===== config.mk =====
export PLATFORM = sky130hd
export DESIGN_NAME = mult_share_ctrl
export DESIGN_NICKNAME = d
export VERILOG_FILES = /design/src/rtl/mult_share_pkg.sv /design/src/rtl/mult_share_pick.sv /design/src/rtl/mult_share_ctrl.sv
export SDC_FILE = /design/constraint.sdc
export NUM_CORES = 1
export LEC_CHECK = 0
export BUFFER_PORTS_ARGS = -buffer_cell sky130_fd_sc_hd__buf_2
export CORE_AREA = 2 2 183 185
export CTS_CLUSTER_DIAMETER = 120
export DETAILED_ROUTE_END_ITERATION = 16
export DIE_AREA = 0 0 185 187
export PLACE_DENSITY = 0.49
export SLEW_MARGIN = 20
export SYNTH_ARGS = -nofsm -noshare
export SYNTH_HDL_FRONTEND = slang
export SYNTH_SLANG_ARGS = --single-unit
export TNS_END_PERCENT = 10

===== constraint.sdc =====
create_clock -name clock -period 12.6 [get_ports clock]
set_input_delay 1.26 -clock clock [delete_from_list [all_inputs] [get_ports clock]]
set_output_delay 1.26 -clock clock [all_outputs]
set_load 0.1 [all_outputs]

===== src/rtl/mult_share_pkg.sv =====
// Shared types and constants for the multiplier-sharing controller.
package mult_share_pkg;

    typedef enum logic [1:0] {
        IDLE,
        RUN,
        CAPT,
        RESP
    } state_t;

    localparam int MULT_W  = 32;
    localparam int PROD_W  = 64;
    localparam int RSP_LAT = 35;

endpackage


===== src/rtl/mult_share_pick.sv =====
// Combinational request picker: fixed priority by default, round-robin from ptr
// when MULT_SHARE_RR_EN is defined.
module mult_share_pick #(
    parameter int NREQ = 4,
    parameter int IDW  = 2
) (
    input  logic [NREQ-1:0] req,
`ifdef MULT_SHARE_RR_EN
    input  logic [IDW-1:0]  ptr,
`endif
    output logic [NREQ-1:0] grant,
    output logic [IDW-1:0]  idx
);

    logic        found;
    int unsigned slot;
    logic [IDW-1:0] slot_idx;

    always_comb begin
        grant    = '0;
        idx      = '0;
        found    = 1'b0;
        slot     = 0;
        slot_idx = '0;
        for (int unsigned k = 0; k < NREQ; k++) begin
`ifdef MULT_SHARE_RR_EN
            slot = (32'(ptr) + k) % NREQ;
`else
            slot = k;
`endif
            slot_idx = IDW'(slot);
            if (!found && req[slot_idx]) begin
                found           = 1'b1;
                grant[slot_idx] = 1'b1;
                idx             = slot_idx;
            end
        end
    end

endmodule


===== src/rtl/mult_share_ctrl.sv =====
// Shares one sequential signed multiplier core among NREQ requesters.
// Define MULT_SHARE_RR_EN for round-robin arbitration (fixed priority otherwise).
module mult_share_ctrl #(
    parameter int NREQ = 4,
    parameter int IDW  = 2
) (
    input  logic               clock,
    input  logic               reset,
    input  logic [NREQ-1:0]    req_valid,
    output logic [NREQ-1:0]    req_ready,
    input  logic [NREQ*32-1:0] req_mlier,
    input  logic [NREQ*32-1:0] req_mcand,
    output logic [NREQ-1:0]    rsp_valid,
    input  logic [NREQ-1:0]    rsp_ready,
    output logic [63:0]        rsp_prodt,
    output logic               busy,
    output logic               m_start,
    output logic [31:0]        m_mlier,
    output logic [31:0]        m_mcand,
    input  logic [63:0]        m_prodt,
    input  logic               m_valid
);
    import mult_share_pkg::*;

    state_t         state;
    logic [IDW-1:0] win_idx;
    logic [NREQ-1:0] pick_oh;
    logic [IDW-1:0]  pick_idx;

`ifdef MULT_SHARE_RR_EN
    logic [IDW-1:0] ptr;
`endif

    mult_share_pick #(
        .NREQ (NREQ),
        .IDW  (IDW)
    ) u_pick (
        .req   (req_valid),
`ifdef MULT_SHARE_RR_EN
        .ptr   (ptr),
`endif
        .grant (pick_oh),
        .idx   (pick_idx)
    );

    always_ff @(posedge clock or posedge reset) begin
        if (reset) begin
            state     <= IDLE;
            win_idx   <= '0;
            req_ready <= '0;
            rsp_valid <= '0;
            rsp_prodt <= '0;
            busy      <= 1'b0;
            m_start   <= 1'b0;
            m_mlier   <= '0;
            m_mcand   <= '0;
`ifdef MULT_SHARE_RR_EN
            ptr       <= '0;
`endif
        end else begin
            req_ready <= '0;
            case (state)
                IDLE: begin
                    if (|req_valid) begin
                        req_ready <= pick_oh;
                        win_idx   <= pick_idx;
                        m_mlier   <= req_mlier[pick_idx*MULT_W +: MULT_W];
                        m_mcand   <= req_mcand[pick_idx*MULT_W +: MULT_W];
                        m_start   <= 1'b1;
                        busy      <= 1'b1;
                        state     <= RUN;
`ifdef MULT_SHARE_RR_EN
                        ptr       <= (pick_idx == IDW'(NREQ-1)) ? '0 : pick_idx + IDW'(1);
`endif
                    end
                end
                RUN: begin
                    if (m_valid) state <= CAPT;
                end
                // Start stays high through CAPT so the core commits its final
                // sign-adjusted product before we sample it.
                CAPT: begin
                    rsp_prodt <= m_prodt;
                    m_start   <= 1'b0;
                    rsp_valid <= NREQ'(1) << win_idx;
                    state     <= RESP;
                end
                RESP: begin
                    if (rsp_ready[win_idx]) begin
                        rsp_valid <= '0;
                        busy      <= 1'b0;
                        state     <= IDLE;
                    end
                end
                default: state <= IDLE;
            endcase
        end
    end

endmodule


### Word-level counts from Yosys, hierarchy flattened

Index checks and enable logic that the tools add are counted.

* register bits: 142
* input bits: 331
* output and inout port bits: 138
* logic and storage cells: 58

* order comparisons: 1
* eq/ne operators: 6
* shifts and indexed selects: 3
* mux-type cells: 23
* reductions and logical operators: 16

Operators by type and width (count)
* indexed part select 128 x 8 -> 32 bit: 2
* 2-to-1 mux 4 bit: 3
* 2-to-1 mux 1 bit: 10
* 2-to-1 mux 2 bit: 5
* case mux 2 bit (4 select lines): 1
* case mux 4 bit (2 select lines): 1
* != test 2 bit (second input constant): 3
* AND reduction 2 bit: 3
* AND reduction 3 bit: 2
* nonzero test 2 bit: 3
* == test 2 bit (second input constant): 2
* case mux 1 bit (2 select lines): 2
* OR reduction 4 bit: 1
* << shifter 1 x 2 -> 4 bit (first input constant): 1
* logical AND 1 bit: 3
* zero test 1 bit: 3
* < comparator 2 x 3 -> 1 bit (second input constant): 1
* binary-select mux 1 bit (select 2 bit): 1
* == test 2 x 1 -> 1 bit (second input constant): 1
* zero test 2 bit: 1

### Logic depth before layout (Yosys ltp)

Gate-level depths: netlist (run 1).

* depth after elaboration: 12
* gate-level depth with buffers: 8
* depth with buffers taken out: 5

### Cells and area by module

Synthesis (run 1) repeated with hierarchy kept, for this count alone.

* cells, all modules: 558
* area total of the unflattened synthesis: 7121.8 µm²

Modules (own cells, without submodules)
* mult_share_ctrl: instances 1, cells each 549, area an instance 7058.0 µm², sequential area each 3553.4 µm²
* mult_share_pick: instances 1, cells each 9, area an instance 63.8 µm², sequential area each 0.0 µm²

### Least setup slack after synthesis (run 1)

OpenSTA, ideal clock, no wires.

* path kind: input to register
* start: in req_valid[0]
* end: reg m_mcand[2]
* library setup time: 0.121 ns
* data arrival time: 2.223 ns
* required time: 12.479 ns
* setup slack: 10.256 ns
* stages on the path: 7
* path buffers: 3
* cells stage by stage: buf_6 -> or2_1 -> buf_2 -> buf_2 -> o22ai_1 -> a2bb2oi_1 -> o22a_1

* cells in the longest elaborated chain, start to end: 11
* elaborated cells on any way between the ends: 15
* classes of those cells: shift (1); mux (6); reduce/logical (8)

Ends and longest elaborated chain
* start: declaration: line mult_share_ctrl.sv:9 `input logic [NREQ-1:0] req_valid,`
* 2-to-1 mux 1 bit: line mult_share_pick.sv:32 `if (!found && req[slot_idx]) begin`
* zero test 1 bit: line mult_share_pick.sv:32
* logical AND 1 bit: line mult_share_pick.sv:32
* 2-to-1 mux 1 bit: line mult_share_pick.sv:32
* zero test 1 bit: line mult_share_pick.sv:32
* logical AND 1 bit: line mult_share_pick.sv:32
* 2-to-1 mux 1 bit: line mult_share_pick.sv:32
* zero test 1 bit: line mult_share_pick.sv:32
* logical AND 1 bit: line mult_share_pick.sv:32
* 2-to-1 mux 2 bit: line mult_share_pick.sv:32
* indexed part select 128 x 8 -> 32 bit: line mult_share_ctrl.sv:68 `m_mcand <= req_mcand[pick_idx*MULT_W +: MULT_W];`
* end signal: assignment: line mult_share_ctrl.sv:68
* end: declaration: line mult_share_ctrl.sv:19 `output logic [31:0] m_mcand,`

Several ways; a longest one is shown, not always the timed one.
A chain may end at the register's enable or synchronous reset.

### Worst setup path in the final report (run 1)

Ends and elaborated chain as after synthesis.

==> results of run 1 <==
area by class of cell:
type	instances	area, µm²
Inverter	5	23.77
Clock inverter	12	136.4
Tap cell	448	560.5
Timing Repair Buffer	477	2415
Antenna cell	2	5.005
Sequential cell	142	3553
Clock buffer	20	436.7
Fill cell	3560	22210
Multi-Input combinational cell	470	3526
critical path, stage by stage:
cell       delay [ns]
buf_4            0.28
buf_4            0.56
or2_4            0.91
o22ai_1          0.24
a2bb2oi_1        0.22
o22a_1           0.15
Yosys cell counts:
library cell	instances	area, µm²
a21oi_1	46	230.2
o22a_1	64	560.5
mux2i_1	2	20.02
inv_1	5	18.77
nor4bb_1	2	20.02
ha_1	5	62.56
mux2_4	3	45.04
nand3_2	1	10.01
clkbuf_1	25	93.84
a22oi_2	28	350.3
buf_2	30	150.1
a21o_1	3	22.52
buf_1	1	3.750
nor2b_4	1	13.76
mux2_2	64	720.7
o211ai_4	1	21.27
a2bb2oi_4	1	26.28
nand3_1	1	5.000
nor3_4	1	16.27
and3_1	3	18.77
nor2_1	25	93.84
nor3_1	1	5.000
and4b_1	1	10.01
buf_4	8	60.06
o21ai_1	1	5.000
nor2b_1	1	6.260
o21ai_2	1	8.760
a2bb2oi_1	21	183.9
or2_1	1	6.260
a22oi_1	36	270.3
nor2_2	1	6.260
nand2_1	87	326.6
nand2b_1	1	6.260
a31oi_1	1	6.260
dfrtp_1	142	3553
o22ai_1	64	400.4
buf_6	8	90.09
a21boi_2	1	11.26
and2_1	1	6.260
flip-flops by register name (all words and copies together), names as in the netlist:
name,count
busy,1
m_mcand,32
m_mlier,32
m_start,1
req_ready,4
rsp_prodt,64
rsp_valid,4
state,2
win_idx,2
worst max path at each step:
stage,slack [ns],depth (start not counted),end
floorplan,7.53,1,busy$_DFFE_PP0P_
global placement,8.75,6,busy$_DFFE_PP0P_
detailed placement,8.82,6,busy$_DFFE_PP0P_
CTS,9.27,6,busy$_DFFE_PP0P_
global route,9.09,6,m_mcand[18]$_DFFE_PP0P_
finish,9.25,6,m_mcand[2]$_DFFE_PP0P_
per-layer routing:
metal | global-route usage | share of wire
met1 | 0.1999 | 0.40
met2 | 0.2872 | 0.50
met3 | 0.03952 | 0.070
met4 | 0.05311 | 0.022
met5 | 0 | 0.00056
cell families (layout without fill, tap and decap cells):
family / Yosys count / count (layout) / synth area share
other: 0 / 2 / 0
flip-flops: 142 / 142 / 0.4760
adder cells (fa/ha/maj): 5 / 5 / 0.008379
AO/OA/AOI/OAI: 268 / 268 / 0.2809
buffers and inverters: 77 / 514 / 0.05581
multiplexers: 69 / 69 / 0.1052
AND/OR/NAND/NOR: 128 / 128 / 0.07374
per-stage QoR:
stage	setup slack, ns	utilization	hold WS, ns
after floorplan	7.530	-	0.5343
after global placement	8.753	0.3065	0.4592
after detailed placement	8.819	0.3065	0.4646
after CTS	9.270	0.3240	0.4799
after global routing	9.088	0.3243	0.4910
final	9.252	0.3243	0.4746
layout by cell type, fill, tap and decap left out, types with 4 or more instances in the layout:
cell type / instances
buf_4: 11
a2bb2oi_1: 21
a22oi_2: 28
a21oi_1: 46
mux2_2: 64
dfrtp_1: 142
o22ai_1: 64
nor2_1: 25
inv_1: 4
buf_2: 466
nand2_1: 87
a22oi_1: 36
clkbuf_16: 17
o22a_1: 64
==> impl_results.md, run 1 <==
* CP arrival at 3.70 ns
* Total track usage at 0.1653
* H-tree depth at 4
* Reg2reg start: state[0]$_DFFE_PP0P_
* Slew Limit Fails at 0
* Placed Instances at 1542
* Critical Path Fanout Max at 86
* Worst-margin pin slew at 1.040 ns
* Worst Hold End: rsp_valid[1]$_DFFE_PP0P_
* Die area at 34600 µm²
* CTS Hold Bufs at 0
* Total grt overflow at 0
* Antenna violations before repair at 3
* Min Tclk post-route at 3.348 ns
* Final Instance Area at 10660 µm²
* Worst R2R Path Depth at 7
* PortBufs at roughly 470
* Post-Synthesis Cells at 689
* # IOs at 469
* Post-layout nets at between 1000 and 1500
* F_max at 0.2987 GHz
* Core area at around 33000 µm²
* Layout Skew at 0.007783 ns
* Cells on Worst Hold Path at 1
* Clk buf depth at 2
* CTS tree: done
* Crit path launch: req_valid[0]
* Critical path capture point type: flip-flop
* Final-report hold violation count at 0
* Die X at 185 µm
* Iteration-0 DRC Markers at 336
* Vias at roughly 7300
* Via-to-Cell Ratio at between 4 and 5
* Num rows at 67
* Area post-placement at between 10000 and 15000 µm²
* Worst slew margin at 0.3066
* Post-DP HPWL at 20.78 mm
* RSZ-0062 raised after global routing: false
* Clock Sinks at ~140
* Status: finished clean
* Clk root buf: clkbuf_16
* Worst R2R End: busy$_DFFE_PP0P_
* Number of global-route vias before repair at roughly 7600
* Routed WL per cell at 18.25 µm
* Drt total wl at 28.77 mm
* Sequential area share after synthesis at 0.4760
* Final Non-Filler Cells at 1576
* Cts bufs inserted at 17
* Post-Syn Area at 7466 µm²
* Share of layout cells above drive strength 1 at 0.5444
* Startpoint types: input pin
* Worst hold start: rsp_valid[1]$_DFFE_PP0P_
* Avg Cell Area, Syn at between 10 and 15 µm²
* Residual DRC at 0
* TNS Setup at 0 ns
* Starting Density at 0.2272
* Final Setup Violations at 0
* Vert. Die Dim at 187 µm
* Iteration count of the initial detailed-routing pass at 5
* HP Class: flip-flop to flip-flop
* Fin crit share at 0.2657
* Syn_nets at 1025
* Ys Warns at 0
* CTS resizes at 0
* Critical path type: input pin to flip-flop
* Number of max-cap violations at 0
* Setup bufs post-CTS at 0
* Clk_lat worst skew at 0.42 ns
* Clk pin slew, worst setup/hold paths at ~0.070 ns
* DRT antenna net count at 0
* First-pass GRT wire length at ~44 mm
* FF-to-FF setup slack at 9.86 ns
* Netlist cell types at 39
* Area added between synthesis and finish at 42.74%
* Yosys reg bits at 142
* Largest net degree at the start of global routing at 91
* Worst endpoint required time at 12.95 ns
* RePlAce Congestion at approximately 0.8
Power of run 1 is left out: the tool's default activity adds up to more than one toggle a clock period on the data nets, which glitch-free logic cannot reach.
==> run 2: changes to the inputs <==
- CORE_AREA: 2 2 183 185 -> 2 2 181 183
- DIE_AREA: 0 0 185 187 -> 0 0 183 185
- PLACE_DENSITY: 0.49 -> 0.5
- clock period: 12.6 -> 3.2 ns (I/O delays scaled with it)
==> run 2 against run 1 <==
Critical path depth stayed put. Final area up 0.61%. Non-clock buffer count grew 11. Die area decreased by 2.1%. Worst setup slack got worse by 8.1 ns. Count of clock-buffer cells in the layout shrank 1. First-iteration DRC count is 17% higher. Clock skew up 0.00093 ns. Worst hold slack got worse by 0.46 ns. Sequential share of layout area down 0.20 points. Critical endpoint is now m_start$_DFFE_PP0P_.
==> impl_results.md, run 2 (synthesis gave the netlist of run 1 again) <==
* Status: finished clean
* Slew Limit Fails at 0 (unchanged)
* Critical Path Fanout Max at 23 (-73%)
* Largest reg by FF count: rsp_prodt
* Post-DP HPWL at 22.03 mm (+6.0%)
* Area added between synthesis and finish at 43.61%
* Clk buf depth at 2 (unchanged)
* Share of layout cells above drive strength 1 at 0.5502 (+0.005771)
* Cts bufs inserted at 17 (unchanged)
* Commonest non-fill, non-tap cell in the layout: buf_2
* First-pass GRT wire length at 43.84 mm (+0.19%)
* Critical path's top delay family: compound AO/OA/AOI/OAI gates
* Critical path's slowest cell: a21boi_4
* Clk_lat worst skew at 0.42 ns (about the same)
* Die X at 183 µm (-1.1%)
* PortBufs at 468 (unchanged)
* Die area at 33860 µm² (-2.1%)
* Clk root buf: clkbuf_16
* CTS Hold Bufs at 0 (unchanged)
* Total track usage at 0.1713 (+0.005969)
* RePlAce Congestion at 0.7898 (-1.4%)
* Fin crit share at 0.6357
* FF-to-FF setup slack at 1.17 ns (-8.69 ns)
* Number of max-cap violations at 0 (unchanged)
* Setup WS post-layout at 1.166 ns (-8.086 ns)
* Worst slew margin at 0.3684 (+0.06186)
* TNS Setup at 0 ns (unchanged)
* Most frequent cells in the layout: buf_2 (466), dfrtp_1 (142), nand2_1 (87)
* Reg2reg start: state[0]$_DFFE_PP0P_
* Routed WL per cell at 19.20 µm (+5.2%)
* Layout Skew at 0.008715 ns (+0.0009320 ns)
* Iteration-0 DRC Markers at 394 (+17%)
* Drt total wl at 29.74 mm (+3.4%)
* Starting Density at 0.2330 (+0.005820)
* Largest register FFs at 64 (unchanged)
* Largest regs: rsp_prodt: 64 flops, m_mcand: 32 flops, m_mlier: 32 flops
* Post-layout nets at 1460 (+0.76%)
* HP Class: input pin to async pin
* CTS tree: done
* CP Buf/Inv Count at 2 (unchanged)
* CP arrival at 2.38 ns (-1.32 ns)
* DRT antenna net count at 0 (unchanged)
* Antenna violations before repair at 7 (+4)
* Post-place setup slack at 1.023 ns (-7.796 ns)
* Via-to-Cell Ratio at 4.695 (+1.1%)
* Total grt overflow at 0 (unchanged)
* # IOs at 469 (unchanged)
* Crit-path max cell delay at 0.71 ns (-0.20 ns)
* Clock Sinks at 142 (unchanged)
* Worst endpoint required time at 3.54 ns (-9.41 ns)
* Min Tclk post-route at around 2.0 ns
* Final Setup Violations at 0 (unchanged)
* Number of global-route vias before repair at 7344 (-3.1%)
* Worst R2R Path Depth at 6 (-1)
* Fill cells at 3394 (-4.7%)
* Worst-margin pin slew at 0.9473 ns (-0.09278 ns)
* Worst R2R End: m_start$_DFFE_PP0P_
* Vert. Die Dim at 185 µm (-1.1%)
* H-tree depth at 4 (unchanged)
* CTS resizes at 0 (unchanged)
* Final-report hold violation count at 0 (unchanged)
* Residual DRC at 0 (unchanged)
* Largest net degree at the start of global routing at 66 (-27%)
* Vias at 7273 (-0.64%)
* Num rows at 66 (-1.5%)
* Core area at 32040 µm² (-2.5%)
* Setup bufs post-CTS at 0 (unchanged)
* Critical path capture point type: flip-flop
* Startpoint types: flip-flop
* Critical path type: flip-flop to flip-flop
* Clk pin slew, worst setup/hold paths at 0.06 ns (about the same)
* F_max at just under 0.5 GHz
* Crit path cell chain: inv_1, ha_4, a21boi_4, buf_12, nor2_1, a21oi_1
* RSZ-0062 raised after global routing: false
* Iteration count of the initial detailed-routing pass at 4 (-1)
run 2: cell count changes in the layout (fill, tap and decap cells not counted), sizes merged:
cell,delta
clkinvlp,+1
clkbuf,-1
diode,+3
buf,+11
clkinv,-1
inv,+1
bufinv,-1
run 2: per-layer routing:
metal,share of wire,global-route usage
met2,0.51,0.3024
met3,0.066,0.04326
met5,0.0010,0
met1,0.40,0.2002
met4,0.024,0.06432
run 2: worst register-to-register path, delay by kind of cell, from the launching register on:
kind | cells | cell delay, ns
buffers and inverters | 2 | 0.44
AOI/OAI and AO/OA | 2 | 0.82
and+or+nand+nor | 1 | 0.07
adders and majority gates | 1 | 0.23
DFF | 1 | 0.40
run 2: worst max path at each step:
stage	startpoint	endpoint	slack (ns)	cells past startpoint
detailed placement	req_valid[1]	m_start$_DFFE_PP0P_	1.02	6
global placement	req_valid[1]	m_start$_DFFE_PP0P_	1.05	6
global route	state[0]$_DFFE_PP0P_	m_start$_DFFE_PP0P_	0.96	6
CTS	state[0]$_DFFE_PP0P_	m_start$_DFFE_PP0P_	1.11	6
floorplan	reset	busy$_DFFE_PP0P_	1.10	1
finish	state[0]$_DFFE_PP0P_	m_start$_DFFE_PP0P_	1.17	6
run 2: final cells by class:
type / instances / area, µm² / area share
antenna: 5 / 12.51 / 0.001167
sequential: 142 / 3553 / 0.3314
clock inverter: 12 / 111.4 / 0.01039
inverter: 5 / 22.52 / 0.002101
clock buffer: 19 / 442.9 / 0.04131
multi-input combinational: 470 / 3521 / 0.3284
tap: 408 / 510.5 / 0.04761
timing repair buffer: 488 / 2547 / 0.2376
run 2: through the flow:
step	hold slack [ns]	instance area, µm²	instances	utilization
5_1_grt	0.03949	10720	1548	0.3345
3_5_place_dp	0.4608	10150	1513	0.3169
2_1_floorplan	0.4716	7470	689	-
6_report	0.01074	10720	1549	0.3346
3_3_place_gp	0.4612	10150	1513	0.3169
4_1_cts	0.006280	10710	1544	0.3342
Power of run 2 is left out for the same reason.
==> run 3: changes to the inputs <==
- CORE_AREA: 2 2 181 183 -> 2 2 184 186
- DIE_AREA: 0 0 183 185 -> 0 0 186 188
- PLACE_DENSITY: 0.5 -> 0.51
- clock period: 3.2 -> 1.7 ns (I/O delays scaled with it)
==> run 3 against run 2 <==
Die area increased by 3.3%. Register-to-register slack got worse by 1.1 ns. Utilization increased by 1.8 points. First-iteration DRC count decreased by 11%. Maximum frequency increased by 26%. Non-clock buffer count increased by 81. Cell count increased by 7.6%. Sequential cell count unchanged. Critical path depth decreased by 2. Count of clock-buffer cells in the layout decreased by 1. Critical endpoint is now rsp_prodt[7]$_DFFE_PP0P_. Global-route usage about the same. Sequential share of layout area decreased by 2.7 points.
==> impl_results.md, run 3 (synthesis gave the netlist of run 1 again) <==
* Status: finished clean
* Reg area at 3553 µm² (unchanged)
* Vert. Die Dim at 188 µm (+1.6%)
* Post-layout nets at 1541 (+5.5%)
* Fill cells at 3425 (+0.91%)
* Number of max-cap violations at 0 (unchanged)
* Antenna violations before repair at 1 (-6)
* PortBufs at 468 (unchanged)
* Min Tclk post-route at 1.619 ns (-0.4152 ns)
* HP Class: input pin to flip-flop
* Iteration count of the initial detailed-routing pass at 4 (unchanged)
* Starting Density at 0.2255 (-0.007546)
* Area added between synthesis and finish at 56.41%
* Cts bufs inserted at 17 (unchanged)
* Clk root buf: clkbuf_16
* Crit path cell chain: inv_2, ha_2, buf_12, mux2_2
* Startpoint types: flip-flop
* Worst-margin pin slew at 0.7220 ns (-0.2253 ns)
* Worst endpoint required time at 2.01 ns (-1.53 ns)
* Drt total wl at 30.41 mm (+2.3%)
* F_max at 0.6176 GHz (+26%)
* Critical Path Fanout Max at 19 (-17%)
* Share of layout cells above drive strength 1 at 0.5296 (-0.02062)
* Clock Sinks at 142 (unchanged)
* Slew Limit Fails at 0 (unchanged)
* Die area at 34970 µm² (+3.3%)
* Largest reg by FF count: rsp_prodt
* Vias at 7635 (+5.0%)
* Iteration-0 DRC Markers at 352 (-11%)
* Layout Skew at 0.01116 ns (+0.002442 ns)
* Hold_ws at 0.05359 ns (+0.04285 ns)
* Levels on crit path at 4 (-2)
* Final Setup Violations at 0 (unchanged)
* Clk_lat worst skew at 0.43 ns (about the same)
* DRT antenna net count at 0 (unchanged)
* Final-report hold violation count at 0 (unchanged)
* First-pass GRT wire length at 45.73 mm (+4.3%)
* Largest register FFs at 64 (unchanged)
* Core area at 33110 µm² (+3.3%)
* Largest net degree at the start of global routing at 78 (+18%)
* Number of global-route vias before repair at 7978 (+8.6%)
* Critical path type: flip-flop to flip-flop
* Clk pin slew, worst setup/hold paths at 0.07 ns (about the same)
* Crit-path max cell delay at 0.41 ns (-0.30 ns)
* Critical path capture point type: flip-flop
* Fin crit share at 0.9524 (+0.3167)
* CP arrival at 1.93 ns (-0.45 ns)
* Worst R2R Path Depth at 4 (-2)
* Number of antenna repair diodes at 0 (-5)
* RSZ-0062 raised after global routing: true
* H-tree depth at 4 (unchanged)
* # IOs at 469 (unchanged)
* Area of the multi-input gates at 3521 µm² (unchanged)
* Critical path's slowest cell: dfrtp_1
* Most frequent cells in the layout: buf_2 (466), dfrtp_1 (142), nand2_1 (87), dlygate4sd3_1 (65)
* Routed WL per cell at 18.25 µm (-4.9%)
* Commonest non-fill, non-tap cell in the layout: buf_2
* Cells on Worst Hold Path at 4
* Utilization after layout at 0.3527 (+0.01803)
* Total grt overflow at 0 (unchanged)
* RePlAce Congestion at 0.8214 (+4.0%)
* Clk buf depth at 2 (unchanged)
* Die X at 186 µm (+1.6%)
* Total track usage at 0.1708 (-0.0004980)
* CTS tree: done
* Critical path's top delay family: flip-flops
* Largest regs: rsp_prodt: 64 flops, m_mcand: 32 flops, m_mlier: 32 flops
* Post-DP HPWL at 22.60 mm (+2.6%)
* Residual DRC at 0 (unchanged)
* CP Buf/Inv Count at 2 (unchanged)
* Worst slew margin at 0.5164 (+0.1479)
* Via-to-Cell Ratio at 4.583 (-2.4%)
* Num rows at 67 (+1.5%)
-- run 3: cell count changes in the layout (fill, tap and decap cells not counted), sizes merged --
cell and delta:
buf +15, bufinv -1, dlygate4sd3 +65, clkinvlp -1, diode -5, inv +4
-- run 3: final timing paths --
kind	start	endpoint	slack, ns
setup / recovery	state[0]$_DFFE_PP0P_	rsp_prodt[7]$_DFFE_PP0P_	0.08
hold / removal	req_mlier[28]	m_mlier[28]$_DFFE_PP0P_	0.05
setup reg to reg	state[0]$_DFFE_PP0P_	rsp_prodt[7]$_DFFE_PP0P_	0.08
hold reg to reg	rsp_valid[2]$_DFFE_PP0P_	rsp_valid[2]$_DFFE_PP0P_	0.48
max in group asynchronous	reset	m_mlier[16]$_DFFE_PP0P_	0.86
min in group asynchronous	reset	m_mcand[4]$_DFFE_PP0P_	0.46
-- run 3: metrics by stage --
step / setup TNS [ns] / setup WS [ns] / cell area (µm²) / cells
floorplan: -35.22 / -0.2471 / 7470 / 689
global placement: 0 / 0.04730 / 10420 / 1568
detailed placement: 0 / 0.02944 / 10420 / 1568
CTS: -0.01832 / -0.005018 / 11650 / 1665
global route: -0.002331 / -0.002331 / 11680 / 1666
finish: 0 / 0.08090 / 11680 / 1666
-- run 3: layer usage --
layer  vias up  GRT usage  wire [µm]
met2       271     0.3101      15770
li1       3634          -          -
met5         -          0         12
met3        31    0.03399       1589
met1      3697     0.2003      12460
met4         2    0.05148        573
-- run 3: final cells by class --
| class | count | area share |
|---|---|---|
| multi-input cells | 470 | 0.3015 |
| well taps | 448 | 0.04800 |
| flip-flops and latches | 142 | 0.3043 |
| repair buffers | 569 | 0.2942 |
| clock buffers | 18 | 0.03761 |
| inverters | 5 | 0.001929 |
| clock inverters | 14 | 0.01243 |
-- run 3: worst min-delay path: cells and delay by family --
kind            cells  cell delay [ns]
compound gates      1             0.12
buf+inv             1             0.08
simple gates        2             0.09
-- run 3: repair_timing --
action                                  CTS  global route
resized for setup                         0             2
endpoints found under the hold margin   206             0
cloned                                    0             1
hold buffers                             65             0
setup buffers                             0             0
endpoints found under the setup margin    5           115
Power of run 3 is left out for the same reason.
